===== config.mk =====
export PLATFORM = sky130hd
export DESIGN_NAME = morse_sos_decoder
export DESIGN_NICKNAME = d
export VERILOG_FILES = /design/src/rtl/morse_pkg.sv /design/src/rtl/morse_sos_decoder_sync.sv /design/src/rtl/morse_sos_decoder.sv
export SDC_FILE = /design/constraint.sdc
export NUM_CORES = 1
export LEC_CHECK = 0
export ABC_AREA = 1
export CORE_AREA = 5 5 74 144
export DETAILED_ROUTE_END_ITERATION = 10
export DIE_AREA = 0 0 79 149
export GPL_TIMING_DRIVEN = 0
export PLACE_DENSITY = 0.56
export SLEW_MARGIN = 20
export SYNTH_ARGS = -nofsm -noshare
export SYNTH_HDL_FRONTEND = slang
export SYNTH_HIERARCHICAL = 1
export SYNTH_SLANG_ARGS = --single-unit

===== constraint.sdc =====
create_clock -name clk -period 2.4 [get_ports clk]
set_input_delay 0.6 -clock clk [delete_from_list [all_inputs] [get_ports clk]]
set_output_delay 0.6 -clock clk [all_outputs]
set_load 0.03 [all_outputs]

===== src/rtl/morse_pkg.sv =====
// Shared Morse timing, state encoding and letter constants.
// Timing defaults derive from the SOS blinker's quarter-second timebase.
package morse_pkg;

  typedef enum logic [2:0] {
    ST_WAIT_LOW,
    ST_IDLE,
    ST_MARK,
    ST_SPACE,
    ST_GAP
  } state_t;

  localparam logic [4:0] S_BITS  = 5'b00000;
  localparam logic [4:0] O_BITS  = 5'b00111;
  localparam logic [2:0] LEN_S_O = 3'd3;

  localparam int QUARTER_CYC = 12_500_000;

  localparam int CNT_W_DEF      = 26;
  localparam int GLITCH_DEF     = QUARTER_CYC / 8;
  localparam int DASH_MIN_DEF   = QUARTER_CYC * 3 / 2;
  localparam int ON_MAX_DEF     = QUARTER_CYC * 4;
  localparam int LETTER_GAP_DEF = QUARTER_CYC * 2;
  localparam int WORD_GAP_DEF   = QUARTER_CYC * 4;

  // Expected letter at word position idx: S, O, S.
  // Any position past the third never matches.
  function automatic logic letter_match(
    input logic [2:0] idx,
    input logic [4:0] bits,
    input logic [2:0] len
  );
    logic ok;
    ok = 1'b0;
    unique case (idx)
      3'd0, 3'd2: ok = (bits == S_BITS) && (len == LEN_S_O);
      3'd1:       ok = (bits == O_BITS) && (len == LEN_S_O);
      default:    ok = 1'b0;
    endcase
    return ok;
  endfunction

endpackage


===== src/rtl/morse_sos_decoder_sync.sv =====
// Two-flop synchronizer for one asynchronous bit.
// Ports: clk, rst_n (async low), d (async in), q (synced out); RST_VAL = reset level.
module sync_2ff #(
  parameter logic RST_VAL = 1'b0
) (
  input  logic clk,
  input  logic rst_n,
  input  logic d,
  output logic q
);

  logic meta_q;
  logic sync_q;

  always_ff @(posedge clk or negedge rst_n) begin
    if (!rst_n) begin
      meta_q <= RST_VAL;
      sync_q <= RST_VAL;
    end else begin
      meta_q <= d;
      sync_q <= meta_q;
    end
  end

  assign q = sync_q;

endmodule


===== src/rtl/morse_sos_decoder.sv =====
// Morse receiver: times marks/spaces, assembles letters, flags S-O-S words.
// Ports: clk, rst_n, sig_in -> letter_valid/bits/len, sos_detect, err, busy.
module morse_sos_decoder
  import morse_pkg::*;
#(
  parameter int CNT_W          = CNT_W_DEF,
  parameter int GLITCH_CYC     = GLITCH_DEF,
  parameter int DASH_MIN_CYC   = DASH_MIN_DEF,
  parameter int ON_MAX_CYC     = ON_MAX_DEF,
  parameter int LETTER_GAP_CYC = LETTER_GAP_DEF,
  parameter int WORD_GAP_CYC   = WORD_GAP_DEF
) (
  input  logic       clk,
  input  logic       rst_n,
  input  logic       sig_in,
  output logic       letter_valid,
  output logic [4:0] letter_bits,
  output logic [2:0] letter_len,
  output logic       sos_detect,
  output logic       err,
  output logic       busy
);

  localparam logic [CNT_W-1:0] GLITCH_C = CNT_W'(GLITCH_CYC);
  localparam logic [CNT_W-1:0] DASH_C   = CNT_W'(DASH_MIN_CYC);
  localparam logic [CNT_W-1:0] ON_MAX_C = CNT_W'(ON_MAX_CYC);
  localparam logic [CNT_W-1:0] LGAP_C   = CNT_W'(LETTER_GAP_CYC);
  localparam logic [CNT_W-1:0] WGAP_C   = CNT_W'(WORD_GAP_CYC);
  localparam logic [CNT_W-1:0] CNT_ONE  = CNT_W'(1);

  logic sig_s;

  // Resets high so a mark held through reset is not timed.
  sync_2ff #(
    .RST_VAL(1'b1)
  ) u_sync (
    .clk  (clk),
    .rst_n(rst_n),
    .d    (sig_in),
    .q    (sig_s)
  );

  state_t           state_q, state_d;
  state_t           prev_q, prev_d;
  logic [CNT_W-1:0] cnt_q, cnt_d, cnt_inc;
  logic [4:0]       bits_q, bits_d;
  logic [2:0]       len_q, len_d;
  logic [2:0]       nlet_q, nlet_d;
  logic             wok_q, wok_d;
  logic [4:0]       lbits_q, lbits_d;
  logic [2:0]       llen_q, llen_d;
  logic             lv_q, lv_d;
  logic             sos_q, sos_d;
  logic             err_q, err_d;
  logic             busy_q, busy_d;
  logic             is_dash;

  assign cnt_inc = (cnt_q == '1) ? cnt_q : cnt_q + CNT_ONE;
  assign is_dash = (cnt_q >= DASH_C);

  always_comb begin
    state_d = state_q;
    prev_d  = prev_q;
    cnt_d   = cnt_inc;
    bits_d  = bits_q;
    len_d   = len_q;
    nlet_d  = nlet_q;
    wok_d   = wok_q;
    lbits_d = lbits_q;
    llen_d  = llen_q;
    lv_d    = 1'b0;
    sos_d   = 1'b0;
    err_d   = 1'b0;

    unique case (state_q)
      ST_WAIT_LOW: begin
        if (!sig_s) begin
          state_d = ST_IDLE;
          cnt_d   = CNT_ONE;
        end
      end
      ST_IDLE: begin
        if (sig_s) begin
          state_d = ST_MARK;
          prev_d  = ST_IDLE;
          cnt_d   = CNT_ONE;
        end
      end
      ST_MARK: begin
        // cnt here is the number of high samples seen so far
        if (cnt_q >= ON_MAX_C) begin
          err_d   = 1'b1;
          bits_d  = '0;
          len_d   = '0;
          nlet_d  = '0;
          wok_d   = 1'b1;
          state_d = ST_WAIT_LOW;
          cnt_d   = CNT_ONE;
        end else if (!sig_s) begin
          cnt_d = CNT_ONE;
          if (cnt_q < GLITCH_C) begin
            state_d = prev_q;
          end else if (len_q == 3'd5) begin
            err_d   = 1'b1;
            bits_d  = '0;
            len_d   = '0;
            nlet_d  = '0;
            wok_d   = 1'b1;
            state_d = ST_IDLE;
          end else begin
            bits_d  = bits_q | (5'(is_dash) << len_q);
            len_d   = len_q + 3'd1;
            state_d = ST_SPACE;
          end
        end
      end
      ST_SPACE: begin
        if (sig_s) begin
          state_d = ST_MARK;
          prev_d  = ST_SPACE;
          cnt_d   = CNT_ONE;
        end else if (cnt_q == LGAP_C) begin
          lv_d    = 1'b1;
          lbits_d = bits_q;
          llen_d  = len_q;
          wok_d   = wok_q & letter_match(nlet_q, bits_q, len_q);
          nlet_d  = (nlet_q == 3'd4) ? nlet_q : nlet_q + 3'd1;
          bits_d  = '0;
          len_d   = '0;
          // cnt keeps running so the word gap includes the letter gap
          state_d = ST_GAP;
        end
      end
      ST_GAP: begin
        if (sig_s) begin
          state_d = ST_MARK;
          prev_d  = ST_GAP;
          cnt_d   = CNT_ONE;
        end else if (cnt_q == WGAP_C) begin
          sos_d   = wok_q && (nlet_q == 3'd3);
          nlet_d  = '0;
          wok_d   = 1'b1;
          state_d = ST_IDLE;
        end
      end
      default: begin
        state_d = ST_WAIT_LOW;
        cnt_d   = CNT_ONE;
      end
    endcase

    busy_d = (state_d != ST_IDLE);
  end

  always_ff @(posedge clk or negedge rst_n) begin
    if (!rst_n) begin
      state_q <= ST_WAIT_LOW;
      prev_q  <= ST_IDLE;
      cnt_q   <= '0;
      bits_q  <= '0;
      len_q   <= '0;
      nlet_q  <= '0;
      wok_q   <= 1'b1;
      lbits_q <= '0;
      llen_q  <= '0;
      lv_q    <= 1'b0;
      sos_q   <= 1'b0;
      err_q   <= 1'b0;
      busy_q  <= 1'b0;
    end else begin
      state_q <= state_d;
      prev_q  <= prev_d;
      cnt_q   <= cnt_d;
      bits_q  <= bits_d;
      len_q   <= len_d;
      nlet_q  <= nlet_d;
      wok_q   <= wok_d;
      lbits_q <= lbits_d;
      llen_q  <= llen_d;
      lv_q    <= lv_d;
      sos_q   <= sos_d;
      err_q   <= err_d;
      busy_q  <= busy_d;
    end
  end

  assign letter_valid = lv_q;
  assign letter_bits  = lbits_q;
  assign letter_len   = llen_q;
  assign sos_detect   = sos_q;
  assign err          = err_q;
  assign busy         = busy_q;

endmodule


==> results.json <==
{
  "crit_start": "cnt_q[21]$_DFF_PN0_",
  "powerDensity_nw_per_um2": 841,
  "cts_tree": "built",
  "start_kind": "flop",
  "cp_slowest_stage_delay_ns": 0.52,
  "yosys.area.top_type_share_pct": 36.8,
  "place_ws_ns": 0.213,
  "synth_area_um2": 3670,
  "path_clk_slew_ns": 0.06,
  "io_buffers": 14,
  "crit_slowest_cell": "dfrtp_1",
  "drt_iter0_markers": 207,
  "synth-edff-count": 0,
  "post_cts_buffers": 0,
  "antenna_found_initial": 0,
  "n_antenna_cell": 0,
  "hold_path_class": "in2async",
  "grt_start_max_net_pins": 38,
  "die_area_um2": 11800,
  "final_area_um2": 4290,
  "max_slew.worst_pin.slew_ns": 0.591,
  "start_util_pct": 39.4,
  "critPathCaptureType": "flop",
  "fin_crit_sh_pct": 93.7,
  "r2r_cells": 8,
  "fin_skew_ns": 0.00620,
  "grt_pass1_vias": 3555,
  "route.detailed.drc": 0,
  "reg2reg_slack_ns": 0.15,
  "antenna_left": 0,
  "ys_ff_latch": 58,
  "yosysTopAreaCell": "dfrtp_1",
  "mappedNetlistNets": 539,
  "cts_resized": 0,
  "vias_per_cell": 5.31,
  "yosysUniqueCellTypes": 33,
  "hold_buffers": 0,
  "placed_cell_area_um2": 3960,
  "cts_made_buffers": 9,
  "max_cap_viol_count": 0,
  "crit_top_cell": "nor2_1",
  "leakage_uw": 0.00204,
  "grt_pass1_wl_um": 16800,
  "r2r-end": "cnt_q[16]$_DFF_PN0_",
  "synthFlopType": "dfrtp_1",
  "grt_use_total_pct": 18.8,
  "nNetsFinal": 565,
  "rsz0062_at_grt": "false",
  "core_area_um2": 9320,
  "gp_congestion": 0.913,
  "setup_ws_ns": 0.151,
  "hold_viol": 0,
  "vias": 3520,
  "cts_root_buffer": "clkbuf_16",
  "dp.final_hpwl_um": 8440,
  "routedWlPerCell_um": 16.0,
  "final_max_slew_viol_count": 0,
  "dr_wl_met2_um": 6100,
  "top_layer_used": "met4",
  "routed_wl_um": 10600,
  "setup-violations-final": 0,
  "fmax_mhz": 445,
  "cts_sinks": 58,
  "grt-ovfl-total": 0,
  "maxSlewHeadroom_pct": 60.3,
  "period_minus_slack_ns": 2.25,
  "crit_fanout": 10,
  "yosysMostFrequentCell": "nand2_1",
  "status": "finished, final reports clean",
  "rows": 50,
  "path_class": "reg2reg",
  "ys_warn_count": 6,
  "drive_above_1_share_pct": 10.4,
  "worst_r2r_startpoint": "cnt_q[21]$_DFF_PN0_",
  "synthArstFlopShare_pct": 100,
  "final_util_pct": 46.0,
  "syn_to_final_growth_pct": 16.9,
  "synthCells": 528,
  "synth_common_cells": "nand2_1, nor2_1, inv_1",
  "clockBufferDepth": 2,
  "die_h_um": 149,
  "cp_cell_sequence": "nand2_2, nor2_1, a21oi_2, nand4_1, nand2_1, inv_1, buf_2, nor2_1",
  "firstDrtPassIters": 5,
  "yosysSeqAreaShare_pct": 39.7,
  "ir_drop_mv": 0.503,
  "die_w_um": 79,
  "worstPathRequired_ns": 2.60,
  "cp.arrival_ns": 2.45,
  "wl_met1_um": 3470,
  "wl_met3_um": 357,
  "pin_count": 15,
  "clk_latency_ns": 0.33,
  "synth_area_leaders": "dfrtp_1, nand2_1, nor2_1",
  "syn_area_per_cell_um2": 6.95,
  "htreeDepth": 3
}
state kept, by name (all words and copies together), names as in the netlist:
register	cells
bits_q	5
nlet_q	3
letter_len	3
u_sync/meta_q	1
len_q	3
u_sync/q	1
busy	1
letter_bits	5
wok_q	1
state_q	3
sos_detect	1
cnt_q	26
letter_valid	1
prev_q	3
err	1
per-layer routing:
layer	track usage [%]	vias to the layer above
met3	3.26	44
li1	-	1740
met2	37.3	98
met1	16.4	1638
met4	12.3	0
met5	0	-
through the flow:
step,std cells,hold WS (ns),total power [µW],TNS [ns]
after floorplan,528,0.304,1900,0
after global placement,646,0.347,2170,-66.89
after detailed placement,647,0.349,2190,0
after CTS,663,0.156,3630,0
after global routing,663,0.172,3800,0
final,663,0.147,3610,0
worst max path at each step:
stage / to / slack (ns) / depth (start not counted)
6_report: cnt_q[16]$_DFF_PN0_ / 0.15 / 8
2_1_floorplan: nlet_q[0]$_DFFE_PN0P_ / 0.71 / 11
4_1_cts: cnt_q[16]$_DFF_PN0_ / 0.19 / 10
5_1_grt: cnt_q[24]$_DFF_PN0_ / 0.04 / 11
3_3_place_gp: letter_bits[2]$_DFFE_PN0P_ / -1.21 / 1
3_5_place_dp: cnt_q[5]$_DFF_PN0_ / 0.21 / 10
placed cells by master, fill, tap and decap left out, drive strengths merged, types with 2 or more instances in the layout:
cell,Yosys,final
nand3b,2,2
dfrtp,54,54
nor3,14,14
a21oi,20,20
a211oi,4,4
bufinv,0,2
ha,8,8
clkdlybuf4s50,0,13
clkbuf,1,13
inv,80,80
xor2,8,8
clkinvlp,0,2
dfstp,4,4
nand2,129,129
nand4,15,15
nor2,101,101
buf,8,10
o21ai,24,24
nand3,45,45
nor4,5,5
area by class of cell:
class | count | area, µm²
Clock inverter | 4 | 75.1
Buffer | 9 | 50.0
Clock buffer | 12 | 256
Inverter | 80 | 300
Sequential cell | 58 | 1460
Multi-Input combinational cell | 381 | 1860
Tap cell | 104 | 130
Timing Repair Buffer | 15 | 158
Fill cell | 948 | 5030
critical path, delay by kind of cell, from the launching register on:
kind / cells / cell delay (ns)
compound gates: 1 / 0.13
simple gates: 5 / 0.86
flops: 1 / 0.52
buf+inv: 2 / 0.59
cells by family after synthesis:
group / count (synthesis) / share of synthesized area [%]
flops: 58 / 39.7
compound gates: 52 / 7.71
xor+xnor: 8 / 1.91
buf+inv: 89 / 9.55
fa+ha+maj: 8 / 2.73
simple gates: 313 / 38.4
report_power, final:
part           switching (µW)  leakage (µW)  internal (µW)
Sequential               97.2      0.000779           1090
Combinational             675       0.00110            305
Clock                     471      0.000155            965
Total                    1240       0.00204           2360
Note: power is estimated with default switching activity, not from simulation.
